==> config.mk <==
export PLATFORM = sky130hd
export DESIGN_NAME = mem_stage_flat
export DESIGN_NICKNAME = d
export VERILOG_FILES = /design/src/rtl/cpu_pkg.sv /design/src/rtl/mem_stage_if.sv /design/src/rtl/mem_bus_fsm.sv /design/src/rtl/mem_stage.sv /design/src/flat_wrapper.sv
export SDC_FILE = /design/constraint.sdc
export NUM_CORES = 1
export LEC_CHECK = 0
export ABC_CLOCK_PERIOD_IN_PS = 3600
export BUFFER_PORTS_ARGS = -buffer_cell sky130_fd_sc_hd__buf_2
export CORE_MARGIN = 2
export CORE_UTILIZATION = 50
export CTS_CLUSTER_SIZE = 24
export DETAILED_ROUTE_END_ITERATION = 16
export GPL_TIMING_DRIVEN = 1
export PLACE_DENSITY_LB_ADDON = 0.2
export SYNTH_ARGS = -nofsm -noshare
export SYNTH_HDL_FRONTEND = slang
export SYNTH_SLANG_ARGS = --single-unit
==> constraint.sdc <==
create_clock -name CLK -period 3.6 [get_ports CLK]
set_input_delay 0.36 -clock CLK [delete_from_list [all_inputs] [get_ports CLK]]
set_output_delay 0.36 -clock CLK [all_outputs]
set_load 0.05 [all_outputs]
==> src/rtl/cpu_pkg.sv <==
// -----------------------------------------------------------------------------
// cpu_pkg
// Shared definitions for the memory stage:
//   - MEMctrl bit positions (RD, WR, IO, WORD, LDSEL)
//   - bus sequencer state encoding
//   - mapper register window base address and a range-test helper
// -----------------------------------------------------------------------------
package cpu_pkg;

    // MEMctrl bit indices; bits [6:5] carry nothing for this stage.
    localparam int MC_RD    = 0;
    localparam int MC_WR    = 1;
    localparam int MC_IO    = 2;
    localparam int MC_WORD  = 3;
    localparam int MC_LDSEL = 4;

    // Mapper registers occupy the top four bytes of memory space.
    localparam logic [15:0] MAPPER_BASE = 16'hFFFC;

    typedef enum logic [1:0] {
        ST_IDLE   = 2'b00,
        ST_ACC_LO = 2'b01,
        ST_ACC_HI = 2'b10
    } mem_state_e;

    function automatic logic is_mapper(input logic [15:0] addr);
        return (addr >= MAPPER_BASE);
    endfunction

endpackage

==> src/rtl/mem_stage_if.sv <==
// -----------------------------------------------------------------------------
// mem_stage_if
// Byte-wide memory bus between the memory stage (master) and memory/IO
// (slave).
//   mem_addr  [15:0]  byte address          master -> slave
//   mem_wdata [7:0]   store data            master -> slave
//   mem_rd, mem_wr    access strobes        master -> slave
//   mem_io            IO space select       master -> slave
//   mem_rdata [7:0]   load data             slave  -> master
//   mem_ack           access complete       slave  -> master
//
// Handshake: a byte access is requested while mem_rd or mem_wr is high.
// The master holds address, data, strobes and mem_io stable until the slave
// raises mem_ack; the access completes on the rising edge that ends the
// cycle in which mem_ack is high, and mem_rdata is sampled in that same
// cycle. mem_ack outside a request is ignored.
// -----------------------------------------------------------------------------
interface mem_stage_if;
    logic [15:0] mem_addr;
    logic [7:0]  mem_wdata;
    logic        mem_rd;
    logic        mem_wr;
    logic        mem_io;
    logic [7:0]  mem_rdata;
    logic        mem_ack;

    modport master (
        output mem_addr,
        output mem_wdata,
        output mem_rd,
        output mem_wr,
        output mem_io,
        input  mem_rdata,
        input  mem_ack
    );

    modport slave (
        input  mem_addr,
        input  mem_wdata,
        input  mem_rd,
        input  mem_wr,
        input  mem_io,
        output mem_rdata,
        output mem_ack
    );
endinterface

==> src/rtl/mem_bus_fsm.sv <==
// -----------------------------------------------------------------------------
// mem_bus_fsm
// Sequences one memory instruction into one or two byte accesses on the
// memory bus. All bus outputs are registered and change only on state
// transitions, so they hold while the slave withholds mem_ack.
// Ports:
//   clk_i, rst_ni      clock, asynchronous active-low reset
//   mem_op_i           instruction in the EXE latch is a memory op
//   rd_i, wr_i         effective read / write (read wins when both set)
//   io_i, word_i       IO space, 16-bit access request
//   addr_lo_i          first byte address
//   addr_hi_i          second byte address (addr_lo_i + 1, wrapping)
//   wdata_i            16-bit store data
//   bus                memory bus, master side
//   final_ack_o        last byte of the instruction completes this cycle
//   load_data_o        assembled load data, valid with final_ack_o
//   state_o            current sequencer state
// -----------------------------------------------------------------------------
module mem_bus_fsm
    import cpu_pkg::*;
(
    input  logic        clk_i,
    input  logic        rst_ni,
    input  logic        mem_op_i,
    input  logic        rd_i,
    input  logic        wr_i,
    input  logic        io_i,
    input  logic        word_i,
    input  logic [15:0] addr_lo_i,
    input  logic [15:0] addr_hi_i,
    input  logic [15:0] wdata_i,
    mem_stage_if.master bus,
    output logic        final_ack_o,
    output logic [15:0] load_data_o,
    output mem_state_e  state_o
);

    mem_state_e  state_q;
    logic        rd_q;
    logic        wr_q;
    logic        io_q;
    logic [15:0] addr_q;
    logic [7:0]  wdata_q;
    logic [7:0]  lo_byte_q;
    logic        two_byte;

    // IO space is byte-wide: WORD is honoured for memory space only.
    assign two_byte = word_i & ~io_i;

    always_ff @(posedge clk_i or negedge rst_ni) begin
        if (!rst_ni) begin
            state_q   <= ST_IDLE;
            rd_q      <= 1'b0;
            wr_q      <= 1'b0;
            io_q      <= 1'b0;
            addr_q    <= 16'h0000;
            wdata_q   <= 8'h00;
            lo_byte_q <= 8'h00;
        end else begin
            case (state_q)
                ST_IDLE: begin
                    if (mem_op_i) begin
                        state_q <= ST_ACC_LO;
                        rd_q    <= rd_i;
                        wr_q    <= wr_i;
                        io_q    <= io_i;
                        addr_q  <= addr_lo_i;
                        wdata_q <= wdata_i[7:0];
                    end
                end
                ST_ACC_LO: begin
                    if (bus.mem_ack) begin
                        lo_byte_q <= bus.mem_rdata;
                        if (two_byte) begin
                            state_q <= ST_ACC_HI;
                            addr_q  <= addr_hi_i;
                            wdata_q <= wdata_i[15:8];
                        end else begin
                            state_q <= ST_IDLE;
                            rd_q    <= 1'b0;
                            wr_q    <= 1'b0;
                            io_q    <= 1'b0;
                        end
                    end
                end
                ST_ACC_HI: begin
                    if (bus.mem_ack) begin
                        state_q <= ST_IDLE;
                        rd_q    <= 1'b0;
                        wr_q    <= 1'b0;
                        io_q    <= 1'b0;
                    end
                end
                default: begin
                    state_q <= ST_IDLE;
                    rd_q    <= 1'b0;
                    wr_q    <= 1'b0;
                    io_q    <= 1'b0;
                end
            endcase
        end
    end

    assign bus.mem_addr  = addr_q;
    assign bus.mem_wdata = wdata_q;
    assign bus.mem_rd    = rd_q;
    assign bus.mem_wr    = wr_q;
    assign bus.mem_io    = io_q;

    assign final_ack_o = bus.mem_ack &
                         (((state_q == ST_ACC_LO) & ~two_byte) |
                          (state_q == ST_ACC_HI));

    // The final byte arrives in the same cycle the WB latch loads, so it is
    // taken straight from the bus; only the low byte of a word is buffered.
    assign load_data_o = (state_q == ST_ACC_HI) ? {bus.mem_rdata, lo_byte_q}
                                                : {8'h00, bus.mem_rdata};

    assign state_o = state_q;

endmodule

==> src/rtl/mem_stage.sv <==
// -----------------------------------------------------------------------------
// mem_stage
// Pipeline memory stage: performs byte/word loads and stores through a
// byte-wide bus, stalls upstream while an access is outstanding, and owns
// the MEM/WB latch.
// Ports:
//   CLK, RST            clock, asynchronous active-low reset
//   Wr_id_in            destination register (0 = no write)
//   Fmask_in, Flags_in  flag-write mask and ALU flags
//   MEMctrl             [0] RD [1] WR [2] IO [3] WORD [4] LDSEL
//   Result_in           ALU result / access address
//   Src1_in             store data
//   EOI_in, seqNPC_in   end of instruction, sequential next PC
//   bus                 memory bus, master side
//   mem_pipe_stall      hold EXE latch and all upstream stages
//   WB_*                MEM/WB latch outputs
//   paging_RQ           one-cycle pulse after a mapper-register write
//   dbg_state_o         bus sequencer state
// -----------------------------------------------------------------------------
module mem_stage
    import cpu_pkg::*;
(
    input  logic        CLK,
    input  logic        RST,
    input  logic [4:0]  Wr_id_in,
    input  logic [7:0]  Fmask_in,
    input  logic [7:0]  Flags_in,
    input  logic [6:0]  MEMctrl,
    input  logic [15:0] Result_in,
    input  logic [15:0] Src1_in,
    input  logic        EOI_in,
    input  logic [15:0] seqNPC_in,
    mem_stage_if.master bus,
    output logic        mem_pipe_stall,
    output logic [15:0] WB_Result,
    output logic [4:0]  WB_Wr_id,
    output logic [7:0]  WB_Flags,
    output logic [7:0]  WB_Fmask,
    output logic        WB_EOI,
    output logic [15:0] WB_seqNPC,
    output logic        paging_RQ,
    output mem_state_e  dbg_state_o
);

    logic        rd_eff;
    logic        wr_eff;
    logic        io_sel;
    logic        word_sel;
    logic        mem_op;
    logic        final_ack;
    logic [15:0] load_data;
    logic [15:0] addr_hi;
    logic        map_hit;
    logic        unused_memctrl;

    logic [15:0] wb_result_q;
    logic [4:0]  wb_wr_id_q;
    logic [7:0]  wb_flags_q;
    logic [7:0]  wb_fmask_q;
    logic        wb_eoi_q;
    logic [15:0] wb_seqnpc_q;
    logic        paging_q;

    assign unused_memctrl = ^MEMctrl[6:5];

    // RD and WR together behave as a plain read.
    assign rd_eff   = MEMctrl[MC_RD];
    assign wr_eff   = MEMctrl[MC_WR] & ~MEMctrl[MC_RD];
    assign io_sel   = MEMctrl[MC_IO];
    assign word_sel = MEMctrl[MC_WORD];
    assign mem_op   = rd_eff | wr_eff;
    assign addr_hi  = Result_in + 16'd1;

    mem_bus_fsm u_bus_fsm (
        .clk_i       (CLK),
        .rst_ni      (RST),
        .mem_op_i    (mem_op),
        .rd_i        (rd_eff),
        .wr_i        (wr_eff),
        .io_i        (io_sel),
        .word_i      (word_sel),
        .addr_lo_i   (Result_in),
        .addr_hi_i   (addr_hi),
        .wdata_i     (Src1_in),
        .bus         (bus),
        .final_ack_o (final_ack),
        .load_data_o (load_data),
        .state_o     (dbg_state_o)
    );

    assign mem_pipe_stall = mem_op & ~final_ack;

    // A word store touches Result_in and Result_in+1 (wrapping), so 0xFFFB
    // and 0xFFFF both reach the mapper window.
    assign map_hit = is_mapper(Result_in) |
                     (word_sel & ~io_sel & is_mapper(addr_hi));

    always_ff @(posedge CLK or negedge RST) begin
        if (!RST) begin
            wb_result_q <= 16'h0000;
            wb_wr_id_q  <= 5'd0;
            wb_flags_q  <= 8'h00;
            wb_fmask_q  <= 8'h00;
            wb_eoi_q    <= 1'b0;
            wb_seqnpc_q <= 16'h0000;
            paging_q    <= 1'b0;
        end else if (!mem_pipe_stall) begin
            wb_result_q <= MEMctrl[MC_LDSEL] ? load_data : Result_in;
            wb_wr_id_q  <= Wr_id_in;
            wb_flags_q  <= Flags_in;
            wb_fmask_q  <= Fmask_in;
            wb_eoi_q    <= EOI_in;
            wb_seqnpc_q <= seqNPC_in;
            // With no stall, a memory op here is completing its last byte.
            paging_q    <= mem_op & wr_eff & ~io_sel & map_hit;
        end else begin
            // Bubble: nothing architectural is written while stalled.
            wb_wr_id_q  <= 5'd0;
            wb_fmask_q  <= 8'h00;
            wb_eoi_q    <= 1'b0;
            paging_q    <= 1'b0;
        end
    end

    assign WB_Result = wb_result_q;
    assign WB_Wr_id  = wb_wr_id_q;
    assign WB_Flags  = wb_flags_q;
    assign WB_Fmask  = wb_fmask_q;
    assign WB_EOI    = wb_eoi_q;
    assign WB_seqNPC = wb_seqnpc_q;
    assign paging_RQ = paging_q;

endmodule

==> src/flat_wrapper.sv <==
// flat-port wrapper written by rule: the top's interface ports become plain ports
module mem_stage_flat import cpu_pkg::*;
  (CLK, RST, Wr_id_in, Fmask_in, Flags_in, MEMctrl, Result_in, Src1_in, EOI_in, seqNPC_in, mem_pipe_stall, WB_Result, WB_Wr_id, WB_Flags, WB_Fmask, WB_EOI, WB_seqNPC, paging_RQ, dbg_state_o, bus_mem_addr, bus_mem_wdata, bus_mem_rd, bus_mem_wr, bus_mem_io, bus_mem_rdata, bus_mem_ack);
  mem_stage_if bus_i ();
  input  logic CLK;
  input  logic RST;
  input  logic [4:0] Wr_id_in;
  input  logic [7:0] Fmask_in;
  input  logic [7:0] Flags_in;
  input  logic [6:0] MEMctrl;
  input  logic [15:0] Result_in;
  input  logic [15:0] Src1_in;
  input  logic EOI_in;
  input  logic [15:0] seqNPC_in;
  output logic mem_pipe_stall;
  output logic [15:0] WB_Result;
  output logic [4:0] WB_Wr_id;
  output logic [7:0] WB_Flags;
  output logic [7:0] WB_Fmask;
  output logic WB_EOI;
  output logic [15:0] WB_seqNPC;
  output logic paging_RQ;
  output mem_state_e dbg_state_o;
  output wire logic [$bits(bus_i.mem_addr)-1:0] bus_mem_addr;
  output wire logic [$bits(bus_i.mem_wdata)-1:0] bus_mem_wdata;
  output wire logic [$bits(bus_i.mem_rd)-1:0] bus_mem_rd;
  output wire logic [$bits(bus_i.mem_wr)-1:0] bus_mem_wr;
  output wire logic [$bits(bus_i.mem_io)-1:0] bus_mem_io;
  input wire logic [$bits(bus_i.mem_rdata)-1:0] bus_mem_rdata;
  input wire logic [$bits(bus_i.mem_ack)-1:0] bus_mem_ack;
  assign bus_mem_addr = bus_i.mem_addr;
  assign bus_mem_wdata = bus_i.mem_wdata;
  assign bus_mem_rd = bus_i.mem_rd;
  assign bus_mem_wr = bus_i.mem_wr;
  assign bus_mem_io = bus_i.mem_io;
  assign bus_i.mem_rdata = bus_mem_rdata;
  assign bus_i.mem_ack = bus_mem_ack;
  mem_stage u_core (.CLK(CLK), .RST(RST), .Wr_id_in(Wr_id_in), .Fmask_in(Fmask_in), .Flags_in(Flags_in), .MEMctrl(MEMctrl), .Result_in(Result_in), .Src1_in(Src1_in), .EOI_in(EOI_in), .seqNPC_in(seqNPC_in), .bus(bus_i), .mem_pipe_stall(mem_pipe_stall), .WB_Result(WB_Result), .WB_Wr_id(WB_Wr_id), .WB_Flags(WB_Flags), .WB_Fmask(WB_Fmask), .WB_EOI(WB_EOI), .WB_seqNPC(WB_seqNPC), .paging_RQ(paging_RQ), .dbg_state_o(dbg_state_o));
endmodule
; ---- After elaboration in Yosys (flattened, before gate mapping)
; Index checks and enable logic that the tools add are counted.
[word_totals]
regBits = 92
out_inout_bits = 85
word_cells = 74
[classes]
add_sub_neg = 1
order_cmp = 2
eq_ne = 7
mux = 28
n_bitwise = 16
reduce_logical = 6
[ops]
columns = op, n
row1 = two-way mux 16 bit, 5
row2 = ">= comparator 16 bit, second input constant", 2
row3 = two-way mux 8 bit, 4
row4 = case mux 16 bit (2 select lines), 1
row5 = "adder 16 x 1 -> 16 bit, second input constant", 1
row6 = case mux 8 bit (2 select lines), 1
row7 = bitwise AND 1 bit, 9
row8 = case mux 1 bit (3 select lines), 3
row9 = two-way mux 1 bit, 8
row10 = two-way mux 2 bit, 4
row11 = "!= test 2 bit, second input constant", 4
row12 = AND reduction 4 bit, 2
row13 = case mux 2 bit (3 select lines), 1
row14 = two-way mux 5 bit, 1
row15 = inverter 1 bit, 4
row16 = OR 1 bit, 3
row17 = AND reduction 3 bit, 1
row18 = "equality test 2 x 1 -> 1 bit, second input constant", 1
row19 = "equality test 2 bit, second input constant", 1
row20 = logical NOT 2 bit, 1
row21 = "!= test 2 x 1 -> 1 bit, second input constant", 1
row22 = AND reduction 2 bit, 1
row23 = nonzero test 2 bit, 1

; ---- Longest topological paths before layout
[depth]
depth_word = 9
mapped_depth = 8

; ---- Cells and area by module
; Synthesis repeated with hierarchy kept, for this count alone.
[unflattened]
cells_unflattened = 419
hier_area_um2 = 4420.5
[modules_own_cells]
columns = mod, n_inst, cells_each, area_each_um2, seq_area_each_um2
row1 = mem_stage, 1, 279, 2628.8, 1376.3
row2 = mem_bus_fsm, 1, 140, 1791.7, 925.9

; ---- Least setup slack after synthesis
; Ideal clock, no wire load.
[synth_timing]
path_kind = register -> output
start = register u_core.u_bus_fsm.state_q[0], in the netlist u_core.u_bus_fsm.state_o[0]
end = output port mem_pipe_stall
t_arrival_ns = 1.741
required_time_ns = 3.240
setup_slack_ns = 1.499
stages_incl_launch_ff = 6
path_cell_list = dfrtp_1 nand2b_1 buf_2 o21ai_1 a21oi_2 buf_2
[synth_between]
elab_chain_cells = 6
elab_cells_between_ends = 7
classes_between = 2 x eq/ne / 5 x bitwise
[synth_rtl]
columns = element, line
row1 = "start, declared", mem_bus_fsm.sv:38  ; mem_state_e state_q;
row2 = "start signal, assigned", mem_bus_fsm.sv:52  ; state_q <= ST_IDLE;
row3 = "start signal, assigned", mem_bus_fsm.sv:63  ; state_q <= ST_ACC_LO;
row4 = "start signal, assigned", mem_bus_fsm.sv:75  ; state_q <= ST_ACC_HI;
row5 = equality test 2 x 1 -> 1 bit, mem_bus_fsm.sv:111  ; (((state_q == ST_ACC_LO) & ~two_byte) |
row6 = bitwise AND 1 bit, mem_bus_fsm.sv:111
row7 = OR 1 bit (*), mem_bus_fsm.sv:111
row8 = bitwise AND 1 bit (*), mem_bus_fsm.sv:110  ; assign final_ack_o = bus.mem_ack &
row9 = inverter 1 bit (*), mem_stage.sv:91  ; assign mem_pipe_stall = mem_op & ~final_ack;
row10 = bitwise AND 1 bit (*), mem_stage.sv:91
row11 = "end, declared", flat_wrapper.sv:15  ; output logic mem_pipe_stall;
; Every way passes the cells marked *; elsewhere a longest branch is shown, timed or not.

; ---- Final worst setup path
; Same ends and word-level chain as after synthesis.

==> metrics.md <==
| Metric | Value |
|---|---|
| Unique cell type count in the Yosys netlist | 49 |
| Final ANT Viol Nets | 0 |
| Initial antenna violation count | 0 |
| I/O pin count | 173 |
| Final Hold Violating Endpoints | 0 |
| Final Cycle Share | 83.85% |
| Status | finished, final reports clean |
| Post-CTS setup buffer count | 0 |
| EDFF count, synth | 0 |
| Dpl hpwl | 8.163 mm |
| Inserted Diodes | 0 |
| Pint | 2.320 mW |
| Layout cell share with drive strength beyond 1 | 35.82% |
| Min Clock Period, post-route | 3.019 ns |
| RSZ-0062 raised after global routing | false |
| Die W | 97.35 um |
| Sequential Power Share | 34.0% |
| Leading cell type in the layout, fill and taps excluded | buf_2 |
| Max-Cap Viols | 0 |
| WL/cell | 15.32 um |
| Worst slew pin tran | 1.041 ns |
| CTS sink cnt | 92 |
| Vias per std cell | 5.432 |
| Worst Path Max Fanout | 25 |
| Routed vias | 3786 |
| Slew Limit Fails | 0 |
| H-Tree Depth | 3 |
| Starting density of the core | 50.70% |
| Total number of yosys warnings | 0 |
| Drt initial violations | 156 |
| Post-Syn Area per Cell | 10.20 um^2 |
| Largest net degree at the start of global routing | 70 |
| Yosys top cell area share | 52.84% |
| First-pass GRT wire length | 17.82 mm |
| TritonRoute pass-1 iters | 4 |
| CTS tree | built |
| CTS Hold Buffers Added | 0 |
| Synthesized Nets | 517 |
| Hold Path Class | in2async |
| PwrDens | 869.4 nW/um^2 |
| Die Ht | 97.35 um |
| RePlAce Congestion | 0.8663 |
| CTS buffer count | 9 |
| Clock transition at the registers of the reported paths | 0.10 ns |
| I/O Buffers | 170 |
| Placed Cells | 681 |
| Nets@finish | 674 |
| Area grow syn2layout | 25.45% |
| Slew headroom | 30.44% |
| Post-Layout Cell Count | 697 |
| Clock Skews | 0.01024 ns |
| Setup TNS | 0 ns |
| Critical path launch point type | flop |
| Setup violators final | 0 |
| Most used DFF post-synth | dfrtp_1 |
| Worst path arrival time | 2.66 ns |
| Async set-reset flop share out of synthesis | 100.0% |
| Overflow after GRT | 0 |
| Syn Std Cell Area | 4357 um^2 |
| # DRC | 0 |
| Crit path capture type | primary output |
| Leading area contributor after synthesis | dfrtp_1 |
| Combinational share of power | 52.3% |
| Clock root buffer | clkbuf_8 |
| Core area | 8593 um^2 |
| Register area share after synthesis | 52.84% |
| Lkg Pwr | 2.713 nW |
| Post-CTS sizing | 0 |
| Die area | 9476 um^2 |
| Vias in the first global route | 3658 |
| Maximum vdd drop | 0.0004977 V |
| Synth Instances | 427 |
| Clk_lat worst skew | 0.35 ns |
| Clk buf depth | 2 |
| Peak Freq | 331.3 MHz |
| Psw | 2.432 mW |
| Top cells by area, synth | dfrtp_1 (53%), nand2_1 (5.7%), mux2_1 (5.4%), nor2b_1 (3.7%), o21ai_0 (3.4%) |
| Most frequent cells in the layout | buf_2 (169), dfrtp_1 (92), nand2_1 (66) |
| Clock power frac | 13.7% |
| Sw Ratio | 51.17% |
| Synthesized flop and latch total | 92 |
| Required time of the critical path | 3.24 ns |
| # rows | 34 |
| Power after layout | 4.751 mW |
| Critical path class | reg2out |
| Routed WL | 10.68 mm |
| All-Layer GR Usage | 23.30% |
==> layer usage <==
layer | vias up | share of wire [%] | track usage (%)
met3 | 2 | 6.5 | 4.892
li1 | 1830 | - | -
met2 | 146 | 49 | 39.26
met1 | 1808 | 44 | 31.54
met4 | 0 | 0.27 | 4.808
met5 | - | 0 | 0
==> final cells by class <==
class	instances	area, um^2
Clock buffer	10	127.6
Sequential cell	92	2302
Inverter	5	18.77
Multi-Input combinational cell	299	1907
Timing Repair Buffer	177	918.4
Fill cell	728	3128
Tap cell	108	135.1
Clock inverter	6	56.30
==> metrics by stage <==
step | setup slack [ns] | utilization (%) | hold WS (ns) | area (um^2)
6_report | 0.5814 | 63.60 | 0.07634 | 5465
5_1_grt | 0.3581 | 63.60 | 0.1610 | 5465
4_1_cts | 0.5572 | 63.60 | 0.1294 | 5465
3_5_place_dp | 0.9317 | 61.46 | 0.4645 | 5281
3_3_place_gp | 0.9868 | 61.46 | 0.4579 | 5281
2_1_floorplan | 1.499 | - | 0.06441 | 4357
==> cell families after synthesis <==
family / synth area share [%]
flip-flops: 52.84
adder cells (fa/ha/maj): 0.5743
multiplexers: 10.11
XOR/XNOR: 1.005
AND/OR/NAND/NOR: 16.57
AO/OA/AOI/OAI: 15.28
buffers and inverters: 3.619
==> final timing paths <==
check                           slack, ns  depth (start not counted)                                         start                                           end
worst max-delay path                 0.58                          4       u_core.u_bus_fsm.state_o[0]$_DFFE_PN0P_                                mem_pipe_stall
worst min-delay path                 0.08                          1                                           RST               u_core.WB_seqNPC[7]$_DFFE_PN0N_
worst max register to register       0.93                          5       u_core.u_bus_fsm.state_o[0]$_DFFE_PN0P_              u_core.WB_seqNPC[10]$_DFFE_PN0N_
worst min register to register       0.48                          1  u_core.u_bus_fsm.bus.mem_addr[8]$_DFFE_PN0P_  u_core.u_bus_fsm.bus.mem_addr[8]$_DFFE_PN0P_
max in group asynchronous            2.76                          2                                           RST  u_core.u_bus_fsm.bus.mem_addr[7]$_DFFE_PN0P_
min in group CLK                     0.21                          2                                 seqNPC_in[14]              u_core.WB_seqNPC[14]$_DFFE_PN0N_
==> power groups by stage <==
stage | Clock, mW | Sequential (mW) | Combinational (mW)
final | 0.652 | 1.62 | 2.48
after global routing | 0.721 | 1.67 | 2.65
after CTS | 0.678 | 1.62 | 2.51
after detailed placement | 0 | 1.64 | 2.51
after global placement | 0 | 1.62 | 2.47
after floorplan | 0 | 2.77 | 0.756
==> flip-flops by register name, indices dropped and copies added (netlist names) <==
signal,cells
u_core.u_bus_fsm.bus.mem_rd,1
u_core.WB_Flags,8
u_core.WB_seqNPC,16
u_core.u_bus_fsm.bus.mem_wdata,8
u_core.WB_Result,16
u_core.WB_EOI,1
u_core.u_bus_fsm.bus.mem_io,1
u_core.WB_Fmask,8
u_core.u_bus_fsm.state_o,2
u_core.u_bus_fsm.lo_byte_q,8
u_core.paging_RQ,1
u_core.u_bus_fsm.bus.mem_wr,1
u_core.WB_Wr_id,5
u_core.u_bus_fsm.bus.mem_addr,16
==> synth_stat cells, types with 3 or more instances <==
master,number
nand3_1,15
a21oi_1,13
a21o_1,6
mux2_1,21
nand2b_1,4
nand2_1,66
buf_1,3
nand4_1,5
nor2_1,11
nor3_1,3
xor2_1,3
o21ai_0,30
a22o_1,4
o31ai_1,6
clkbuf_1,14
o21ai_1,17
o22ai_1,3
nor4_1,5
dfrtp_1,92
nor2b_1,26
a41o_1,4
mux2_2,11
a31oi_1,10
buf_2,12
mux2i_1,8
inv_1,5
==> critical path, cell delays in order (launching register included) <==
cell and delay, ns:
dfrtp_1 0.82, nand2b_1 0.45, o21ai_1 0.22, a21oi_4 0.47, buf_2 0.36
No activity file was read; power rests on OpenSTA's default activity.
